===== config.mk =====
export PLATFORM = sky130hd
export DESIGN_NAME = attack_score
export DESIGN_NICKNAME = d
export VERILOG_FILES = /design/src/rtl/attack_score.sv
export SDC_FILE = /design/constraint.sdc
export NUM_CORES = 1
export LEC_CHECK = 0
export ABC_AREA = 0
export CORE_MARGIN = 5
export CORE_UTILIZATION = 35
export DETAILED_ROUTE_END_ITERATION = 6
export GPL_ROUTABILITY_DRIVEN = 0
export GPL_TIMING_DRIVEN = 1
export REMOVE_ABC_BUFFERS = 1
export SLEW_MARGIN = 20
export SYNTH_ARGS = -nofsm -noshare
export SYNTH_HDL_FRONTEND = slang
export SYNTH_SLANG_ARGS = --single-unit

===== constraint.sdc =====
create_clock -name clk -period 9.15 [get_ports clk]
set_input_delay 1.83 -clock clk [delete_from_list [all_inputs] [get_ports clk]]
set_output_delay 1.83 -clock clk [all_outputs]
set_load 0.1 [all_outputs]

===== src/rtl/attack_score.sv =====
// attack_score
//   Consumes the per-square attack maps from the board attack stage and
//   produces a signed positional / king-safety score (white-positive).
//   A rising edge on is_attacking_done captures the maps, king squares and
//   check flags. The board is then walked one row per cycle, check
//   penalties are applied, and the result is presented with score_valid.
//
// Ports
//   clk                 clock
//   reset               asynchronous reset, active low
//   white_is_attacking  64-bit map, bit sq = row<<3|col attacked by white
//   black_is_attacking  64-bit map, squares attacked by black
//   white_in_check      white king is attacked
//   black_in_check      black king is attacked
//   is_attacking_done   level, high while the attack maps are valid
//   white_king_sq       white king square index
//   black_king_sq       black king square index
//   busy                computation in progress
//   score               signed score, white-positive
//   score_valid         score holds the result for the current board
module attack_score #(
   parameter int SCORE_WIDTH      = 12,
   parameter int CENTER_WEIGHT    = 2,
   parameter int KING_ZONE_WEIGHT = 3,
   parameter int CHECK_PENALTY    = 50
) (
   input  logic                          clk,
   input  logic                          reset,
   input  logic [63:0]                   white_is_attacking,
   input  logic [63:0]                   black_is_attacking,
   input  logic                          white_in_check,
   input  logic                          black_in_check,
   input  logic                          is_attacking_done,
   input  logic [5:0]                    white_king_sq,
   input  logic [5:0]                    black_king_sq,
   output logic                          busy,
   output logic signed [SCORE_WIDTH-1:0] score,
   output logic                          score_valid
);

   // Row partial sums are kept at least 8 bits wide before accumulation.
   localparam int PART_W = (SCORE_WIDTH > 8) ? SCORE_WIDTH : 8;
   localparam logic signed [SCORE_WIDTH-1:0] PENALTY = SCORE_WIDTH'(CHECK_PENALTY);

   typedef enum logic [1:0] {IDLE, ROW, FINAL, DONE} state_t;

   state_t                        state;
   logic [2:0]                    row;
   logic                          done_prev;
   logic signed [SCORE_WIDTH-1:0] acc;
   logic signed [SCORE_WIDTH-1:0] acc_final;
   logic signed [PART_W-1:0]      row_sum;
   logic                          start;

   // Captured copies; only these feed the computation.
   logic [63:0] white_map;
   logic [63:0] black_map;
   logic        white_chk;
   logic        black_chk;
   logic [5:0]  white_king;
   logic [5:0]  black_king;

   // Chebyshev distance exactly 1; the king square itself is excluded.
   function automatic logic king_adjacent(input logic [5:0] sq, input logic [5:0] king);
      logic [2:0] dr;
      logic [2:0] dc;
      dr = (sq[5:3] > king[5:3]) ? (sq[5:3] - king[5:3]) : (king[5:3] - sq[5:3]);
      dc = (sq[2:0] > king[2:0]) ? (sq[2:0] - king[2:0]) : (king[2:0] - sq[2:0]);
      return (dr <= 3'd1) && (dc <= 3'd1) && !((dr == 3'd0) && (dc == 3'd0));
   endfunction

   // Signed contribution of one square: white term minus black term.
   // White attacks near the black king and black attacks near the white
   // king carry the extra king-zone weight on their own term.
   function automatic logic signed [PART_W-1:0] square_term(
      input logic [5:0] sq,
      input logic       w_bit,
      input logic       b_bit,
      input logic [5:0] w_king,
      input logic [5:0] b_king
   );
      int base;
      int w_weight;
      int b_weight;
      int term;
      base = 1;
      if (sq == 6'd27 || sq == 6'd28 || sq == 6'd35 || sq == 6'd36)
         base = base + CENTER_WEIGHT;
      w_weight = base;
      b_weight = base;
      if (king_adjacent(sq, b_king))
         w_weight = w_weight + KING_ZONE_WEIGHT;
      if (king_adjacent(sq, w_king))
         b_weight = b_weight + KING_ZONE_WEIGHT;
      term = (w_bit ? w_weight : 0) - (b_bit ? b_weight : 0);
      return PART_W'(term);
   endfunction

   assign start = is_attacking_done & ~done_prev;

   always_comb begin
      row_sum = '0;
      for (int c = 0; c < 8; c++) begin
         row_sum = row_sum + square_term({row, 3'(c)},
                                         white_map[{row, 3'(c)}],
                                         black_map[{row, 3'(c)}],
                                         white_king, black_king);
      end
   end

   always_comb begin
      acc_final = acc;
      if (white_chk)
         acc_final = acc_final - PENALTY;
      if (black_chk)
         acc_final = acc_final + PENALTY;
   end

   // Capture stage: board snapshot taken on the start cycle.
   always_ff @(posedge clk) begin
      if (start) begin
         white_map  <= white_is_attacking;
         black_map  <= black_is_attacking;
         white_chk  <= white_in_check;
         black_chk  <= black_in_check;
         white_king <= white_king_sq;
         black_king <= black_king_sq;
      end
   end

   // Control and accumulation.
   always_ff @(posedge clk or negedge reset) begin
      if (!reset) begin
         state       <= IDLE;
         row         <= '0;
         done_prev   <= 1'b0;
         acc         <= '0;
         score       <= '0;
         score_valid <= 1'b0;
         busy        <= 1'b0;
      end else begin
         done_prev <= is_attacking_done;
         if (start) begin
            // A new start edge restarts from scratch in any state.
            acc         <= '0;
            row         <= '0;
            score_valid <= 1'b0;
            busy        <= 1'b1;
            state       <= ROW;
         end else begin
            case (state)
               IDLE: begin
                  busy <= 1'b0;
                  if (!is_attacking_done)
                     score_valid <= 1'b0;
               end
               ROW: begin
                  if (!is_attacking_done) begin
                     busy  <= 1'b0;
                     state <= IDLE;
                  end else begin
                     acc <= acc + $signed(row_sum[SCORE_WIDTH-1:0]);
                     row <= row + 3'd1;
                     if (row == 3'd7)
                        state <= FINAL;
                  end
               end
               FINAL: begin
                  if (!is_attacking_done) begin
                     busy  <= 1'b0;
                     state <= IDLE;
                  end else begin
                     acc         <= acc_final;
                     score       <= acc_final;
                     score_valid <= 1'b1;
                     busy        <= 1'b0;
                     state       <= DONE;
                  end
               end
               DONE: begin
                  if (!is_attacking_done) begin
                     score_valid <= 1'b0;
                     state       <= IDLE;
                  end
               end
               default: state <= IDLE;
            endcase
         end
      end
   end

endmodule

==> metrics, run 1 <==
outcome completed; initial antenna violation count 0; Slew headroom 32.5%; Final Slew Violations 0; most frequent cells in the layout 158 x clkdlybuf4s50_1, 142 x edfxtp_1, 112 x nand2_1; Synth Area per Inst 12.3 um2; fraction of layout cells with a size suffix above 1 8.56%; Sink Count 174; WS Path Type register to register; Worst Path Required 9.46 ns; routed len/inst 16.9 um; Post-Synth Adder-Cell Area 17.7%; n_diodes 0; Syn-to-layout area delta 23.8%; Die H 186 um; largest family of logic cells by synthesized area adder cells; Final Cycle Share 85.8%; clk buf depth 2; min cycle time layout 7.85 ns; Port Buffer Count 158; Worst setup SP type register; first-pass detailed-route iteration total 5; post-synthesis simple-gate area fraction 10.0%; # setup viols final 0; Reg area 0.00507 mm2; Ys Warns 0; largest net degree at the start of global routing 121; clock slew at reported path FFs 0.07 ns; Most used DFF post-synth edfxtp_1; H-tree depth 4; cells resized by post-CTS repair 0; Critical Path Stages 27; most common cell after layout, fill and taps aside clkdlybuf4s50_1; RR Endpoint acc[11]; XOR/XNOR Fraction of Synth Area 4.33%; crit path from row[1]; worst slew pin tran 1.01 ns; nets 1,299; Vias 7,037; Critical-path top delay cell or4_1; starting density of the core 35.5%; standard-cell rows 64; register area share after synthesis 46.6%; Yosys reg bits 174; post-synthesis mux area share 7.95%; Max Cap Viol 0; max incr delay on CP 0.67 ns; total clock buffers created by CTS 17; Synth area leader edfxtp_1; I/O pin cnt 159; clock latency on the worst-skew pair 0.44 ns; final hold vios 0; EDFF count, synth 142; f_max 0.127 GHz; R2R depth 27; WHS Path Cells 2; core area 0.0306 mm2; Synth area leaders edfxtp_1 39%, ha_1 9.7%, fa_1 7.9%; Final Util 44.0%; Post-synth ARST share 18.4%; hpwl dp 18,500 um; Fillers 2,845; TritonCTS clock tree yes; cell mode on critical path fa_1; area of the multi-input gates 0.00536 mm2; first-pass GRT wire length 39,200 um; Reg2Reg Launch Point row[1]; Mapped Area 0.0109 mm2; Fin Hold WS 0.474 ns; final std cells w/o fill 1,436; worst path bufs/invs 4; Synth Area in Compound Gates 9.25%; CP top delay family adder cells; Max FO, Critical Path 9; Vias/cell 4.90; Starting DRT DRC Count 349; # DRC 0; Worst Hold Class register to register; # hold bufs at CTS 0; Yosys cell types 79; DIE WIDTH 186 um; Mapped Cells 880; CTS root buf clkbuf_16; final WL 24,300 um; grt ovf 0; Setup crit end acc[11]; Clock Skews 0.0195 ns; antenna viol nets, final 0; Die ar. 0.0347 mm2; Synth top area share 39.2%; vias in the first global route 7,316; Setup Buffers After CTS 0; Reg2Reg Setup Slack 1.30 ns; placed insts 1,404; Total Routing Usage GR 14.4%; Worst EP arrival 8.16 ns; endpoint class of the critical path register; unrepaired setup endpoints after global routing no
## synth_stat cells (16+ instances only)
master and count:
nand3_1 16, dfrtp_1 32, nor2_1 37, a21oi_1 26, nand2_1 112, xor2_1 20
edfxtp_1 142, mux4_2 32, clkbuf_1 22, inv_1 73, o21ai_0 26, ha_1 84
fa_1 43, xnor2_1 30
## per-layer routing
metal	part of all wire [%]	GRT usage, %	vias up	wire, um
met1	45	19.1	3378	10900
met2	48	23.8	160	11800
met4	1.3	3.35	0	308
li1	-	-	3476	-
met5	0	0	-	0
met3	5.3	4.06	23	1280
## sequential cells by signal, summed over array words and instances, names as in the netlist
signal,cells
done_prev,1
busy,1
white_map,64
white_king,6
black_king,6
state,2
score_valid,1
score,12
black_chk,1
acc,12
white_chk,1
black_map,64
row,3
## tightest hold or removal path: stages (launching register included)
cell and delay (ns):
dfrtp_1 0.34, nand2_1 0.05, nand2_1 0.06
## final cells by class
type	instances	share of cell area (%)
Inverter	75	2.09
Sequential cell	174	37.7
Multi-Input combinational cell	596	39.8
Timing Repair Buffer	163	12.1
Tap cell	396	3.68
Clock buffer	17	3.16
Clock inverter	15	1.40
## kinds of logic after synthesis
group	Yosys count
adders and majority gates	128
DFF	174
AOI/OAI and AO/OA	144
buffers and inverters	110
xor gates and xnor gates	52
muxes	46
and+or+nand+nor	226
## stage by stage
stage	cell area, um2	worst slack [ns]	setup TNS, ns
after floorplan	10700	-0.273	-1.21
after global routing	13400	0.768	0
after CTS	13400	1.25	0
final	13400	1.30	0
after global placement	12800	1.38	0
after detailed placement	12800	1.26	0
## worst min-delay path by stage
stage               from        end  slack, ns
6_report       score[10]  score[10]       0.47
5_1_grt         score[7]   score[7]       0.49
4_1_cts        score[10]  score[10]       0.48
3_5_place_dp   score[10]  score[10]       0.46
3_3_place_gp   score[10]  score[10]       0.46
2_1_floorplan   state[1]   state[1]       0.50
Power of run 1 is not shown: default switching activity piles up to over one toggle a cycle in this logic, so the estimate is an artifact.
==> inputs of run 2 (changes only) <==
--- a/config.mk
+++ b/config.mk
@@ -8,6 +8,7 @@
 export ABC_AREA = 0
 export CORE_MARGIN = 5
 export CORE_UTILIZATION = 35
+export CTS_BUF_LIST = sky130_fd_sc_hd__clkbuf_2 sky130_fd_sc_hd__clkbuf_4 sky130_fd_sc_hd__clkbuf_8
 export DETAILED_ROUTE_END_ITERATION = 6
 export GPL_ROUTABILITY_DRIVEN = 0
 export GPL_TIMING_DRIVEN = 1
==> metrics, run 2 (synthesized netlist as in run 1, its figures left out) <==
cell mode on critical path fa_1 (unchanged); final hold vios 0 (unchanged); worst slew pin tran 1.01 ns (unchanged); first-pass GRT wire length 39,100 um (was 39,200 um); Die ar. 0.0347 mm2 (unchanged); Final Slew Violations 0 (unchanged); Max Cap Viol 0 (unchanged); CTS root buf clkbuf_8 (was clkbuf_16); min cycle time layout 7.87 ns (was 7.85 ns); Sink Count 174 (unchanged); # setup viols final 0 (unchanged); Final Cycle Share 86.0% (was 85.8%); # hold bufs at CTS 0 (unchanged); standard-cell rows 64 (unchanged); max incr delay on CP 0.67 ns (about the same); Worst setup SP type register (unchanged); endpoint class of the critical path register (unchanged); Hold Path End score[10] (unchanged); nets 1,299 (unchanged); Placement Cell Area 0.0128 mm2 (unchanged); Fillers 2,871 (was 2,845); total clock buffers created by CTS 17 (unchanged); routed len/inst 16.9 um (about the same); Reg2Reg Setup Slack 1.28 ns (was 1.30 ns); final std cells w/o fill 1,436 (unchanged); WHS Path Cells 2 (unchanged); clock slew at reported path FFs 0.10 ns (was 0.07 ns); Clock Skews 0.0184 ns (was 0.0195 ns); area of the multi-input gates 0.00536 mm2 (unchanged); largest net degree at the start of global routing 121 (unchanged); Worst Path Required 9.50 ns (was 9.46 ns); Port Buffer Count 158 (unchanged); R2R depth 27 (unchanged); hpwl dp 18,500 um (unchanged); f_max 0.127 GHz (about the same); Worst EP arrival 8.22 ns (was 8.16 ns); Slew headroom 32.5% (unchanged); most common cell after layout, fill and taps aside clkdlybuf4s50_1 (unchanged); Setup Buffers After CTS 0 (unchanged); Worst Hold Class register to register (unchanged); worst path bufs/invs 4 (unchanged); Reg2Reg Launch Point row[1] (unchanged); outcome completed (unchanged); Final Util 43.3% (was 44.0%); Total Routing Usage GR 14.3% (was 14.4%); Critical-path top delay cell or4_1 (unchanged); Final Cell Area 0.0133 mm2 (was 0.0134 mm2); final WL 24,300 um (about the same); # DRC 0 (unchanged); first-pass detailed-route iteration total 4 (was 5); H-tree depth 4 (unchanged); clk buf depth 2 (unchanged); TritonCTS clock tree yes (unchanged); initial antenna violation count 0 (unchanged); Fin Hold WS 0.481 ns (was 0.474 ns); fraction of layout cells with a size suffix above 1 8.56% (unchanged); Max FO, Critical Path 9 (unchanged); Die H 186 um (unchanged); most frequent cells in the layout 158 x clkdlybuf4s50_1, 142 x edfxtp_1, 112 x nand2_1 (unchanged); DIE WIDTH 186 um (unchanged); I/O pin cnt 159 (unchanged); Syn-to-layout area delta 22.0% (was 23.8%); core area 0.0306 mm2 (unchanged); starting density of the core 35.5% (unchanged); RR Endpoint acc[11] (unchanged); hold_sp score[10] (unchanged); Starting DRT DRC Count 321 (was 349); grt ovf 0 (unchanged); CP top delay family adder cells (unchanged); vias in the first global route 7,323 (was 7,316); cells resized by post-CTS repair 0 (unchanged); Vias 7,032 (was 7,037); Reg area 0.00507 mm2 (unchanged); clock latency on the worst-skew pair 0.47 ns (was 0.44 ns); Top Registers black_map (64), white_map (64) (unchanged); placed insts 1,404 (unchanged); WS Path Type register to register (unchanged); n_diodes 0 (unchanged); unrepaired setup endpoints after global routing no (unchanged); antenna viol nets, final 0 (unchanged); Vias/cell 4.90 (about the same)
==> run 2: changes by cell type in the layout (fill, tap and decap cells not counted) <==
cell / before / now
clkbuf_16: 17 / 0
clkbuf_8: 0 / 17
==> run 2: per-stage QoR <==
step / setup TNS (ns) / setup slack, ns
3_3_place_gp: 0 / 1.38
3_5_place_dp: 0 / 1.26
6_report: 0 / 1.28
2_1_floorplan: -1.21 / -0.273
5_1_grt: 0 / 0.757
4_1_cts: 0 / 1.24
==> run 2: final cells by class <==
type / instances / share of cell area (%)
Multi-Input combinational cell: 596 / 40.4
Inverter: 75 / 2.12
Clock buffer: 17 / 1.76
Clock inverter: 15 / 1.43
Timing Repair Buffer: 163 / 12.3
Sequential cell: 174 / 38.2
Tap cell: 396 / 3.74
==> run 2: worst max-delay path by stage <==
stage	start	to	cells after the start
finish	row[1]	acc[11]	27
global route	row[1]	acc[11]	26
CTS	row[0]	acc[11]	25
detailed placement	row[0]	acc[11]	25
global placement	row[0]	acc[11]	25
floorplan	is_attacking_done	acc[11]	3
==> run 2: tightest hold or removal path: cells and delay by family, from the launching register on <==
family	cells	cell delay (ns)
flops	1	0.35
simple gates	2	0.11
==> run 2: routing by layer <==
layer,global-route usage (%),vias up,wire (um)
met1,18.9,3376,10800
met2,23.9,166,11900
li1,-,3471,-
met4,3.21,0,280
met3,3.62,19,1310
met5,0,-,0
Power of run 2 is left out for the same reason.
==> inputs of run 3 (changes only) <==
--- a/config.mk
+++ b/config.mk
@@ -6,7 +6,7 @@
 export NUM_CORES = 1
 export LEC_CHECK = 0
 export ABC_AREA = 0
-export CORE_MARGIN = 5
+export CORE_MARGIN = 4
 export CORE_UTILIZATION = 35
 export CTS_BUF_LIST = sky130_fd_sc_hd__clkbuf_2 sky130_fd_sc_hd__clkbuf_4 sky130_fd_sc_hd__clkbuf_8
 export DETAILED_ROUTE_END_ITERATION = 6
==> metrics, run 3 (synthesized netlist as in run 1, its figures left out) <==
total clock buffers created by CTS 17 (unchanged); core area 0.0306 mm2 (unchanged); # DRC 0 (unchanged); grt ovf 0 (unchanged); Vias/cell 4.92 (was 4.90); DIE WIDTH 184 um (was 186 um); pre-CTS setup slack 1.12 ns (was 1.26 ns); Top Registers black_map (64), white_map (64) (unchanged); initial antenna violation count 0 (unchanged); outcome completed (unchanged); clock latency on the worst-skew pair 0.47 ns (about the same); first-pass detailed-route iteration total 5 (was 4); Die ar. 0.0339 mm2 (was 0.0347 mm2); Final Cell Area 0.0132 mm2 (was 0.0133 mm2); max incr delay on CP 0.59 ns (was 0.67 ns); Worst EP arrival 8.34 ns (was 8.22 ns); Critical-path top delay cell dfrtp_2 (was or4_1); cells resized by post-CTS repair 0 (unchanged); antenna viol nets, final 0 (unchanged); CP top delay family adder cells (unchanged); final std cells w/o fill 1,438 (was 1,436); Worst Path Required 9.51 ns (was 9.50 ns); Fillers 2,856 (was 2,871); most common cell after layout, fill and taps aside clkdlybuf4s50_1 (unchanged); hpwl dp 18,700 um (was 18,500 um); final hold vios 0 (unchanged); area of the multi-input gates 0.00536 mm2 (unchanged); final WL 24,000 um (was 24,300 um); Slew headroom 33.9% (was 32.5%); Port Buffer Count 158 (unchanged); Max FO, Critical Path 13 (was 9); largest net degree at the start of global routing 68 (was 121); placed insts 1,406 (was 1,404); Starting DRT DRC Count 361 (was 321); Reg area 0.00507 mm2 (unchanged); I/O pin cnt 159 (unchanged); fin worst setup slack 1.17 ns (was 1.28 ns); TritonCTS clock tree yes (unchanged); starting density of the core 35.5% (unchanged); Clock Skews 0.0177 ns (was 0.0184 ns); cell mode on critical path fa_1 (unchanged); Syn-to-layout area delta 21.9% (was 22.0%); # hold bufs at CTS 0 (unchanged); standard-cell rows 64 (unchanged); Setup Buffers After CTS 0 (unchanged); n_diodes 0 (unchanged); most frequent cells in the layout 158 x clkdlybuf4s50_1, 142 x edfxtp_1, 112 x nand2_1 (unchanged); fraction of layout cells with a size suffix above 1 8.64% (was 8.56%); endpoint class of the critical path register (unchanged); CTS root buf clkbuf_8 (unchanged); Worst setup SP type register (unchanged); Final Slew Violations 0 (unchanged); Total Routing Usage GR 14.5% (was 14.3%); Final Cycle Share 87.2% (was 86.0%); H-tree depth 4 (unchanged); nets 1,301 (was 1,299); vias in the first global route 7,443 (was 7,323); unrepaired setup endpoints after global routing no (unchanged); Max Cap Viol 0 (unchanged); # setup viols final 0 (unchanged); Sink Count 174 (unchanged); worst slew pin tran 0.988 ns (was 1.01 ns); min cycle time layout 7.98 ns (was 7.87 ns); worst path bufs/invs 4 (unchanged); routed len/inst 16.7 um (was 16.9 um); clk buf depth 2 (unchanged); Worst Hold Class register to register (unchanged); Placement Cell Area 0.0128 mm2 (about the same); Vias 7,079 (was 7,032); clock slew at reported path FFs 0.10 ns (about the same); Die H 184 um (was 186 um); first-pass GRT wire length 38,800 um (was 39,100 um); WS Path Type register to register (unchanged); f_max 0.125 GHz (was 0.127 GHz)
==> run 3: cell types whose count changed in the layout (fill, tap and decap cells not counted) <==
cell and change:
inv_8 -1, buf_12 -1, clkinv_1 +1, clkinv_2 -1, inv_12 -1, buf_4 +3
clkinvlp_4 +2
==> run 3: routing by layer <==
layer  up-vias  wire length [um]  share of wire [%]  track usage [%]
li1       3463                 -                  -                -
met5         -                 0                  0                0
met1      3429             10800                 45             19.3
met2       168             11700                 49             24.0
met4         0               314                1.3             3.79
met3        19              1200                5.0             3.47
==> run 3: final timing paths <==
path / from / to / slack (ns) / cells after the start
setup / recovery: row[1] / acc[11] / 1.17 / 27
setup reg to reg: row[1] / acc[11] / 1.17 / 27
max in group asynchronous: reset / row[0] / 7.04 / 2
hold reg to reg: score[1] / score[1] / 0.48 / 2
hold / removal: score[1] / score[1] / 0.48 / 2
min in group asynchronous: reset / score[5] / 1.75 / 2
==> run 3: cell type report <==
class                   count  share of cell area (%)
clock buffers              17                    1.77
clock inverters            15                    1.32
inverters                  75                    2.13
multi-input cells         596                    40.4
flip-flops and latches    174                    38.3
well taps                 396                    3.74
repair buffers            165                    12.3
==> run 3: stage by stage <==
step                utilization (%)  hold slack (ns)  TNS [ns]
CTS                            43.3            0.487         0
finish                         43.3            0.480         0
global placement               42.0            0.460         0
floorplan                         -            0.500     -1.21
global route                   43.3            0.511         0
detailed placement             42.0            0.463         0
==> run 3: worst reg2reg max path: stages (launching register included) <==
cell and delay, ns:
dfrtp_2 0.59, inv_1 0.25, ha_1 0.36, nor2b_1 0.13, o21ai_1 0.07, a32oi_1 0.19
and4bb_1 0.24, or4_4 0.55, and4b_1 0.21, or2_1 0.25, ha_1 0.22, inv_1 0.07
fa_1 0.43, fa_1 0.57, fa_1 0.44, fa_1 0.52, fa_1 0.55, inv_1 0.06
fa_1 0.52, inv_1 0.04, ha_1 0.30, o21a_1 0.12, o21ai_1 0.07, a211oi_1 0.29
o22ai_1 0.18, o21ai_0 0.24, xnor2_1 0.09, a221o_1 0.31
Power of run 3 is left out for the same reason.
